<file path="src/rtl/dmem_arb_pkg.sv">
// Shared types for the data-memory arbiter: owner encoding, default bus widths
// and the fixed-priority winner selection used by dmem_arbiter.
package dmem_arb_pkg;

    localparam int DMEM_ADDR_W = 12;
    localparam int DMEM_DATA_W = 32;
    localparam int WAIT_CNT_W  = 4;

    typedef enum logic [1:0] {
        OWN_NONE = 2'd0,
        OWN_CPU  = 2'd1,
        OWN_DBG  = 2'd2
    } owner_e;

    // Owner of the access issued last cycle; rd marks that read data is due now.
    typedef struct packed {
        owner_e owner;
        logic   rd;
    } owner_state_t;

    function automatic owner_e pick_winner(input logic cpu_req,
                                           input logic dbg_req,
                                           input logic force_dbg);
        if (force_dbg && dbg_req)
            return OWN_DBG;
        else if (cpu_req)
            return OWN_CPU;
        else if (dbg_req)
            return OWN_DBG;
        else
            return OWN_NONE;
    endfunction

endpackage

</file>
<file path="src/rtl/dmem_arbiter_if.sv">
// Bus bundle between the CPU/debug requesters, the arbiter and the data RAM.
// slave = arbiter side, master = requesters plus RAM (the surrounding wrapper).
interface dmem_arbiter_if #(
    parameter int ADDR_W = 12,
    parameter int DATA_W = 32
);
    logic              cpu_req;
    logic              cpu_we;
    logic [ADDR_W-1:0] cpu_addr;
    logic [DATA_W-1:0] cpu_wdata;
    logic              cpu_gnt;
    logic              cpu_rvalid;
    logic [DATA_W-1:0] cpu_rdata;

    logic              dbg_req;
    logic              dbg_we;
    logic [ADDR_W-1:0] dbg_addr;
    logic [DATA_W-1:0] dbg_wdata;
    logic              dbg_gnt;
    logic              dbg_rvalid;
    logic [DATA_W-1:0] dbg_rdata;

    logic              ram_wEn;
    logic [ADDR_W-1:0] ram_addr;
    logic [DATA_W-1:0] ram_dataIn;
    logic [DATA_W-1:0] ram_dataOut;

    modport slave (
        input  cpu_req, cpu_we, cpu_addr, cpu_wdata,
        output cpu_gnt, cpu_rvalid, cpu_rdata,
        input  dbg_req, dbg_we, dbg_addr, dbg_wdata,
        output dbg_gnt, dbg_rvalid, dbg_rdata,
        output ram_wEn, ram_addr, ram_dataIn,
        input  ram_dataOut
    );

    modport master (
        output cpu_req, cpu_we, cpu_addr, cpu_wdata,
        input  cpu_gnt, cpu_rvalid, cpu_rdata,
        output dbg_req, dbg_we, dbg_addr, dbg_wdata,
        input  dbg_gnt, dbg_rvalid, dbg_rdata,
        input  ram_wEn, ram_addr, ram_dataIn,
        output ram_dataOut
    );

endinterface

</file>
<file path="src/rtl/dmem_arb_age_counter.sv">
// Debug-port starvation counter: counts consecutive denied debug cycles and
// raises force_dbg once the count reaches MAX_WAIT (legal range 1..15).
module dmem_arb_age_counter
    import dmem_arb_pkg::*;
#(
    parameter int MAX_WAIT = 4
) (
    input  logic clock,
    input  logic reset,
    input  logic dbg_req,
    input  logic dbg_gnt,
    output logic force_dbg
);

    localparam logic [WAIT_CNT_W-1:0] WAIT_LIMIT = WAIT_CNT_W'(MAX_WAIT);

    logic [WAIT_CNT_W-1:0] wait_cnt_reg;
    logic [WAIT_CNT_W-1:0] wait_cnt_next;

    // Clears whenever the debug port is idle or served; saturates rather than wraps.
    always_comb begin
        wait_cnt_next = '0;
        if (dbg_req && !dbg_gnt) begin
            if (wait_cnt_reg == '1)
                wait_cnt_next = wait_cnt_reg;
            else
                wait_cnt_next = wait_cnt_reg + 1'b1;
        end
    end

    always_ff @(posedge clock or negedge reset) begin
        if (!reset)
            wait_cnt_reg <= '0;
        else
            wait_cnt_reg <= wait_cnt_next;
    end

    assign force_dbg = dbg_req && (wait_cnt_reg == WAIT_LIMIT);

endmodule

</file>
<file path="src/rtl/dmem_arbiter.sv">
// Shares one synchronous-read data RAM between the CPU and a debug port; the CPU
// has strict priority unless built with DMEM_ARB_AGING_EN, which bounds debug waits.
module dmem_arbiter
    import dmem_arb_pkg::*;
#(
    parameter int ADDR_W   = DMEM_ADDR_W,
    parameter int DATA_W   = DMEM_DATA_W,
    parameter int MAX_WAIT = 4
) (
    input  logic          clock,
    input  logic          reset,
    dmem_arbiter_if.slave bus
);

    logic         force_dbg;
    owner_e       winner;
    owner_state_t state_reg;
    owner_state_t state_next;

    logic [DATA_W-1:0] cpu_rdata_reg;
    logic [DATA_W-1:0] dbg_rdata_reg;

`ifdef DMEM_ARB_AGING_EN
    dmem_arb_age_counter #(
        .MAX_WAIT (MAX_WAIT)
    ) u_age_counter (
        .clock     (clock),
        .reset     (reset),
        .dbg_req   (bus.dbg_req),
        .dbg_gnt   (bus.dbg_gnt),
        .force_dbg (force_dbg)
    );
`else
    assign force_dbg = 1'b0;
`endif

    // Grants are held low for the whole of reset, not just at the next edge.
    always_comb begin
        winner = OWN_NONE;
        if (reset)
            winner = pick_winner(bus.cpu_req, bus.dbg_req, force_dbg);
    end

    assign bus.cpu_gnt = (winner == OWN_CPU);
    assign bus.dbg_gnt = (winner == OWN_DBG);

    always_comb begin
        bus.ram_wEn    = 1'b0;
        bus.ram_addr   = '0;
        bus.ram_dataIn = '0;
        state_next     = '{owner: winner, rd: 1'b0};
        case (winner)
            OWN_CPU: begin
                bus.ram_wEn    = bus.cpu_we;
                bus.ram_addr   = bus.cpu_addr;
                bus.ram_dataIn = bus.cpu_wdata;
                state_next.rd  = !bus.cpu_we;
            end
            OWN_DBG: begin
                bus.ram_wEn    = bus.dbg_we;
                bus.ram_addr   = bus.dbg_addr;
                bus.ram_dataIn = bus.dbg_wdata;
                state_next.rd  = !bus.dbg_we;
            end
            default: ;
        endcase
    end

    assign bus.cpu_rvalid = (state_reg.owner == OWN_CPU) && state_reg.rd;
    assign bus.dbg_rvalid = (state_reg.owner == OWN_DBG) && state_reg.rd;

    // Read data flows straight from the RAM in the return cycle and is captured
    // so each port keeps showing its last result afterwards.
    assign bus.cpu_rdata = bus.cpu_rvalid ? bus.ram_dataOut : cpu_rdata_reg;
    assign bus.dbg_rdata = bus.dbg_rvalid ? bus.ram_dataOut : dbg_rdata_reg;

    always_ff @(posedge clock or negedge reset) begin
        if (!reset) begin
            state_reg     <= '{owner: OWN_NONE, rd: 1'b0};
            cpu_rdata_reg <= '0;
            dbg_rdata_reg <= '0;
        end else begin
            state_reg <= state_next;
            if (bus.cpu_rvalid)
                cpu_rdata_reg <= bus.ram_dataOut;
            if (bus.dbg_rvalid)
                dbg_rdata_reg <= bus.ram_dataOut;
        end
    end

endmodule

</file>
<file path="src/flat_wrapper.sv">
// flat-port wrapper written by rule: the top's interface ports become plain ports
module dmem_arbiter_flat import dmem_arb_pkg::*;
#(
    parameter int ADDR_W   = DMEM_ADDR_W,
    parameter int DATA_W   = DMEM_DATA_W,
    parameter int MAX_WAIT = 4
)
  (clock, reset, bus_cpu_req, bus_cpu_we, bus_cpu_addr, bus_cpu_wdata, bus_cpu_gnt, bus_cpu_rvalid, bus_cpu_rdata, bus_dbg_req, bus_dbg_we, bus_dbg_addr, bus_dbg_wdata, bus_dbg_gnt, bus_dbg_rvalid, bus_dbg_rdata, bus_ram_wEn, bus_ram_addr, bus_ram_dataIn, bus_ram_dataOut);
  dmem_arbiter_if #(.ADDR_W(ADDR_W), .DATA_W(DATA_W)) bus_i ();
  input  logic clock;
  input  logic reset;
  input wire logic [$bits(bus_i.cpu_req)-1:0] bus_cpu_req;
  input wire logic [$bits(bus_i.cpu_we)-1:0] bus_cpu_we;
  input wire logic [$bits(bus_i.cpu_addr)-1:0] bus_cpu_addr;
  input wire logic [$bits(bus_i.cpu_wdata)-1:0] bus_cpu_wdata;
  output wire logic [$bits(bus_i.cpu_gnt)-1:0] bus_cpu_gnt;
  output wire logic [$bits(bus_i.cpu_rvalid)-1:0] bus_cpu_rvalid;
  output wire logic [$bits(bus_i.cpu_rdata)-1:0] bus_cpu_rdata;
  input wire logic [$bits(bus_i.dbg_req)-1:0] bus_dbg_req;
  input wire logic [$bits(bus_i.dbg_we)-1:0] bus_dbg_we;
  input wire logic [$bits(bus_i.dbg_addr)-1:0] bus_dbg_addr;
  input wire logic [$bits(bus_i.dbg_wdata)-1:0] bus_dbg_wdata;
  output wire logic [$bits(bus_i.dbg_gnt)-1:0] bus_dbg_gnt;
  output wire logic [$bits(bus_i.dbg_rvalid)-1:0] bus_dbg_rvalid;
  output wire logic [$bits(bus_i.dbg_rdata)-1:0] bus_dbg_rdata;
  output wire logic [$bits(bus_i.ram_wEn)-1:0] bus_ram_wEn;
  output wire logic [$bits(bus_i.ram_addr)-1:0] bus_ram_addr;
  output wire logic [$bits(bus_i.ram_dataIn)-1:0] bus_ram_dataIn;
  input wire logic [$bits(bus_i.ram_dataOut)-1:0] bus_ram_dataOut;
  assign bus_i.cpu_req = bus_cpu_req;
  assign bus_i.cpu_we = bus_cpu_we;
  assign bus_i.cpu_addr = bus_cpu_addr;
  assign bus_i.cpu_wdata = bus_cpu_wdata;
  assign bus_cpu_gnt = bus_i.cpu_gnt;
  assign bus_cpu_rvalid = bus_i.cpu_rvalid;
  assign bus_cpu_rdata = bus_i.cpu_rdata;
  assign bus_i.dbg_req = bus_dbg_req;
  assign bus_i.dbg_we = bus_dbg_we;
  assign bus_i.dbg_addr = bus_dbg_addr;
  assign bus_i.dbg_wdata = bus_dbg_wdata;
  assign bus_dbg_gnt = bus_i.dbg_gnt;
  assign bus_dbg_rvalid = bus_i.dbg_rvalid;
  assign bus_dbg_rdata = bus_i.dbg_rdata;
  assign bus_ram_wEn = bus_i.ram_wEn;
  assign bus_ram_addr = bus_i.ram_addr;
  assign bus_ram_dataIn = bus_i.ram_dataIn;
  assign bus_i.ram_dataOut = bus_ram_dataOut;
  dmem_arbiter #(.ADDR_W(ADDR_W), .DATA_W(DATA_W), .MAX_WAIT(MAX_WAIT)) u_core (.clock(clock), .reset(reset), .bus(bus_i));
endmodule
</file>
<file path="config.mk">
export PLATFORM = sky130hd
export DESIGN_NAME = dmem_arbiter_flat
export DESIGN_NICKNAME = d
export VERILOG_FILES = /design/src/rtl/dmem_arb_pkg.sv /design/src/rtl/dmem_arbiter_if.sv /design/src/rtl/dmem_arb_age_counter.sv /design/src/rtl/dmem_arbiter.sv /design/src/flat_wrapper.sv
export SDC_FILE = /design/constraint.sdc
export NUM_CORES = 1
export LEC_CHECK = 0
export CORE_MARGIN = 2
export CORE_UTILIZATION = 30
export CTS_BUF_LIST = sky130_fd_sc_hd__clkbuf_4
export DETAILED_ROUTE_END_ITERATION = 7
export PLACE_DENSITY = 0.79
export SYNTH_ARGS = -nofsm -noshare
export SYNTH_HDL_FRONTEND = slang
export SYNTH_SLANG_ARGS = --single-unit
</file>
<file path="constraint.sdc">
create_clock -name clock -period 1.4 [get_ports clock]
set_input_delay 0.14 -clock clock [delete_from_list [all_inputs] [get_ports clock]]
set_output_delay 0.14 -clock clock [all_outputs]
set_load 0.02 [all_outputs]
</file>
==> flow_metrics.tcl <==
set metrics [dict create \
    syn_avg_cell_area_sq_um 12.2 \
    gp_congestion 0.828 \
    timing.critical_path.cells "nand3b_4 -> bufbuf_16 -> mux2_2 -> buf_4" \
    clk-insertion-delay-late_ns 0.41 \
    average_detailed_routed_wire_length_per_instance_microns 15.6 \
    design_power_total_w 0.00703 \
    area_of_the_multi_input_gates_sq_mm 0.00189 \
    finalWorstSetupSlack_ns -0.543 \
    floorplan.initialDensity_pct 30.8 \
    finalNetCount 693 \
    antennaDiodeCount 0 \
    routed_via_density 4.56 \
    antenna_found_initial 0 \
    path_clk_slew_ns 0.09 \
    worst_slew_pin_slew_ns 0.630 \
    first_pass_iters 5 \
    placementRows 40 \
    core_area_sq_mm 0.0121 \
    die_x_microns 115 \
    delay_contributed_by_the_slowest_stage_of_the_critical_path_ns 0.45 \
    yosys_warnings 0 \
    syn_nets 429 \
    overflow 0 \
    fillers 1054 \
    cp.arrival_ns 1.80 \
    slew_headroom_pct 58.0 \
    max-cap-violations 0 \
    cts.root.buffer_cell "clkbuf_4" \
    final-max-slew-violation-count 0 \
    setup_viol_count_final 95 \
    timing.setup.tns_ns -37.13 \
    synthTopCellsByArea "dfrtp_1, mux2_4, a21boi_0" \
    outcome "complete, but fails checks" \
    cts_tree "yes" \
    synth-seq-cells 67 \
    maxClockFrequency_mhz 515 \
    final_cell_area_sq_mm 0.00662 \
    grt_usage_pct 17.1 \
    grt_max_degree 51 \
    io-pin-count 239 \
    clock_path_buffers 2 \
    post_synth_num_cell_types 17 \
    peakVddDrop_mv 0.592 \
    fp.dieArea_sq_mm 0.0133 \
    rsz_0062_raised_after_global_routing "true" \
    placement.cell_area_sq_mm 0.00642 \
    final_common_cell "clkdlybuf4s50_1" \
    power_leakage_nw 3.18 \
    synth.largest_area_cell "dfrtp_1" \
    final-seq-area_sq_mm 0.00168 \
    power_density_mw_per_mm2 1060 \
    cts.htree.levels 3 \
    synth_top_area_share_pct 45.2 \
    tritoncts.num_buffers 9 \
    min_period_ns 1.94 \
    num_vias 3366 \
    syn_area_sq_mm 0.00371 \
    detail_route.wirelength_mm 11.5 \
    clock_sink_count 67 \
    synth_cells 303 \
    hold_path.class "input pin to flip-flop" \
    synth_seq_area_share_pct 45.2 \
    worst_setup_path_end_kind "output port" \
    layout-area-overhead-vs-synth_pct 78.5 \
    timing_hold_violations_final 0 \
    total_drc_errors_in_the_routed_layout 0 \
    first_global_vias 3591 \
    place.port_buffers 238 \
    grt_first_pass_wirelength_mm 17.9 \
    final.period_utilization_pct 139 \
    critical_path.max_fanout 6 \
    worst_setup_path_start_kind "flip-flop" \
    failed_checks "setup timing" \
    die_h_microns 115 \
    detail_route.iter0.violations 147 \
    final_core_util_pct 54.9 \
    start_to_end_type_of_the_worst_setup_path "flip-flop to output port" \
    postRouteAntennaNets 0 \
    dp_hpwl_mm 8.59 \
    final_layout_size_suffix_gt1_share_pct 38.1 \
    critical_path_slowest_stage_cell "dfrtp_1" \
    mostFrequentLayoutCells "clkdlybuf4s50_1, dfrtp_1, mux2_4, buf_6" \
    critical_path_required_ns 1.26 \
    fin_worst_skew_ns 0.0128 \
]
==> repair_timing <==
item                                   4_1_cts  5_1_grt
endpoints found under the hold margin       67       63
setup buffers                                7       12
setup endpoints to repair                  113      110
cloned                                       2        0
resized for setup                          374      152
hold buffers                                 1        1
==> critical path: cells and delay by family, from the launching register on <==
| kind | cells | cell delay [ns] |
|---|---|---|
| multiplexers | 1 | 0.34 |
| buffers and inverters | 2 | 0.44 |
| flip-flops | 1 | 0.45 |
| AND/OR/NAND/NOR | 1 | 0.17 |
==> layout make-up <==
| class | instances | share of cell area [%] |
|---|---|---|
| Timing Repair Buffer | 279 | 41.5 |
| Clock buffer | 10 | 1.13 |
| Clock inverter | 4 | 0.302 |
| Multi-Input combinational cell | 208 | 28.5 |
| Tap cell | 168 | 3.17 |
| Inverter | 2 | 0.113 |
| Sequential cell | 67 | 25.3 |
==> metal layers <==
| layer | routed length (microns) | track usage [%] | part of all wire (%) |
|---|---|---|---|
| met5 | 0 | 0 | 0 |
| met4 | 194 | 4.98 | 1.7 |
| met3 | 821 | 5.85 | 7.1 |
| met2 | 5930 | 30.1 | 51 |
| met1 | 4580 | 19.7 | 40 |
==> cell usage after synthesis <==
cell and instances:
nand3b_4 2, mux2_2 6, mux2_4 58, clkbuf_1 10
a21boi_0 45, nand2_1 45, buf_1 2, nor3b_1 1
and3b_1 2, nand3b_1 45, buf_6 6, o21a_1 1
dfrtp_1 67, nor2b_1 1, buf_2 8, and2_1 2
inv_1 2
==> cell families after synthesis <==
kind of cell / Yosys count / share of synthesized area, %
flops: 67 / 45.2
simple gates: 98 / 15.9
mux: 64 / 25.3
buf+inv: 28 / 4.32
compound gates: 46 / 9.31
==> power breakdown <==
part	internal, W	total [W]	switching [W]
sequential	0.00240	0.00254	0.000140
clock	0.000352	0.000991	0.000640
combinational	0.00194	0.00351	0.00156
==> metrics by stage <==
stage / instances / setup slack (ns) / hold slack (ns)
5_1_grt: 738 / -0.658 / 0.196
6_report: 738 / -0.543 / 0.231
2_1_floorplan: 303 / 0.165 / -0.156
4_1_cts: 729 / -0.686 / 0.187
3_3_place_gp: 705 / -0.560 / 0.129
3_5_place_dp: 705 / -0.576 / 0.131
==> worst paths after layout <==
kind,from,to,slack [ns],cells after the start
worst max-delay path,u_core.state_reg[0],bus_dbg_rdata[1],-0.54,4
worst min-delay path,bus_cpu_req,u_core.state_reg[1],0.23,3
worst max register to register,u_core.state_reg[2],u_core.cpu_rdata_reg[11],-0.08,5
worst min register to register,u_core.dbg_rdata_reg[5],u_core.dbg_rdata_reg[5],0.50,1
max in group asynchronous,reset,u_core.dbg_rdata_reg[31],0.37,3
min in group asynchronous,reset,u_core.dbg_rdata_reg[14],0.37,3
No activity file was read; power rests on OpenSTA's default activity.
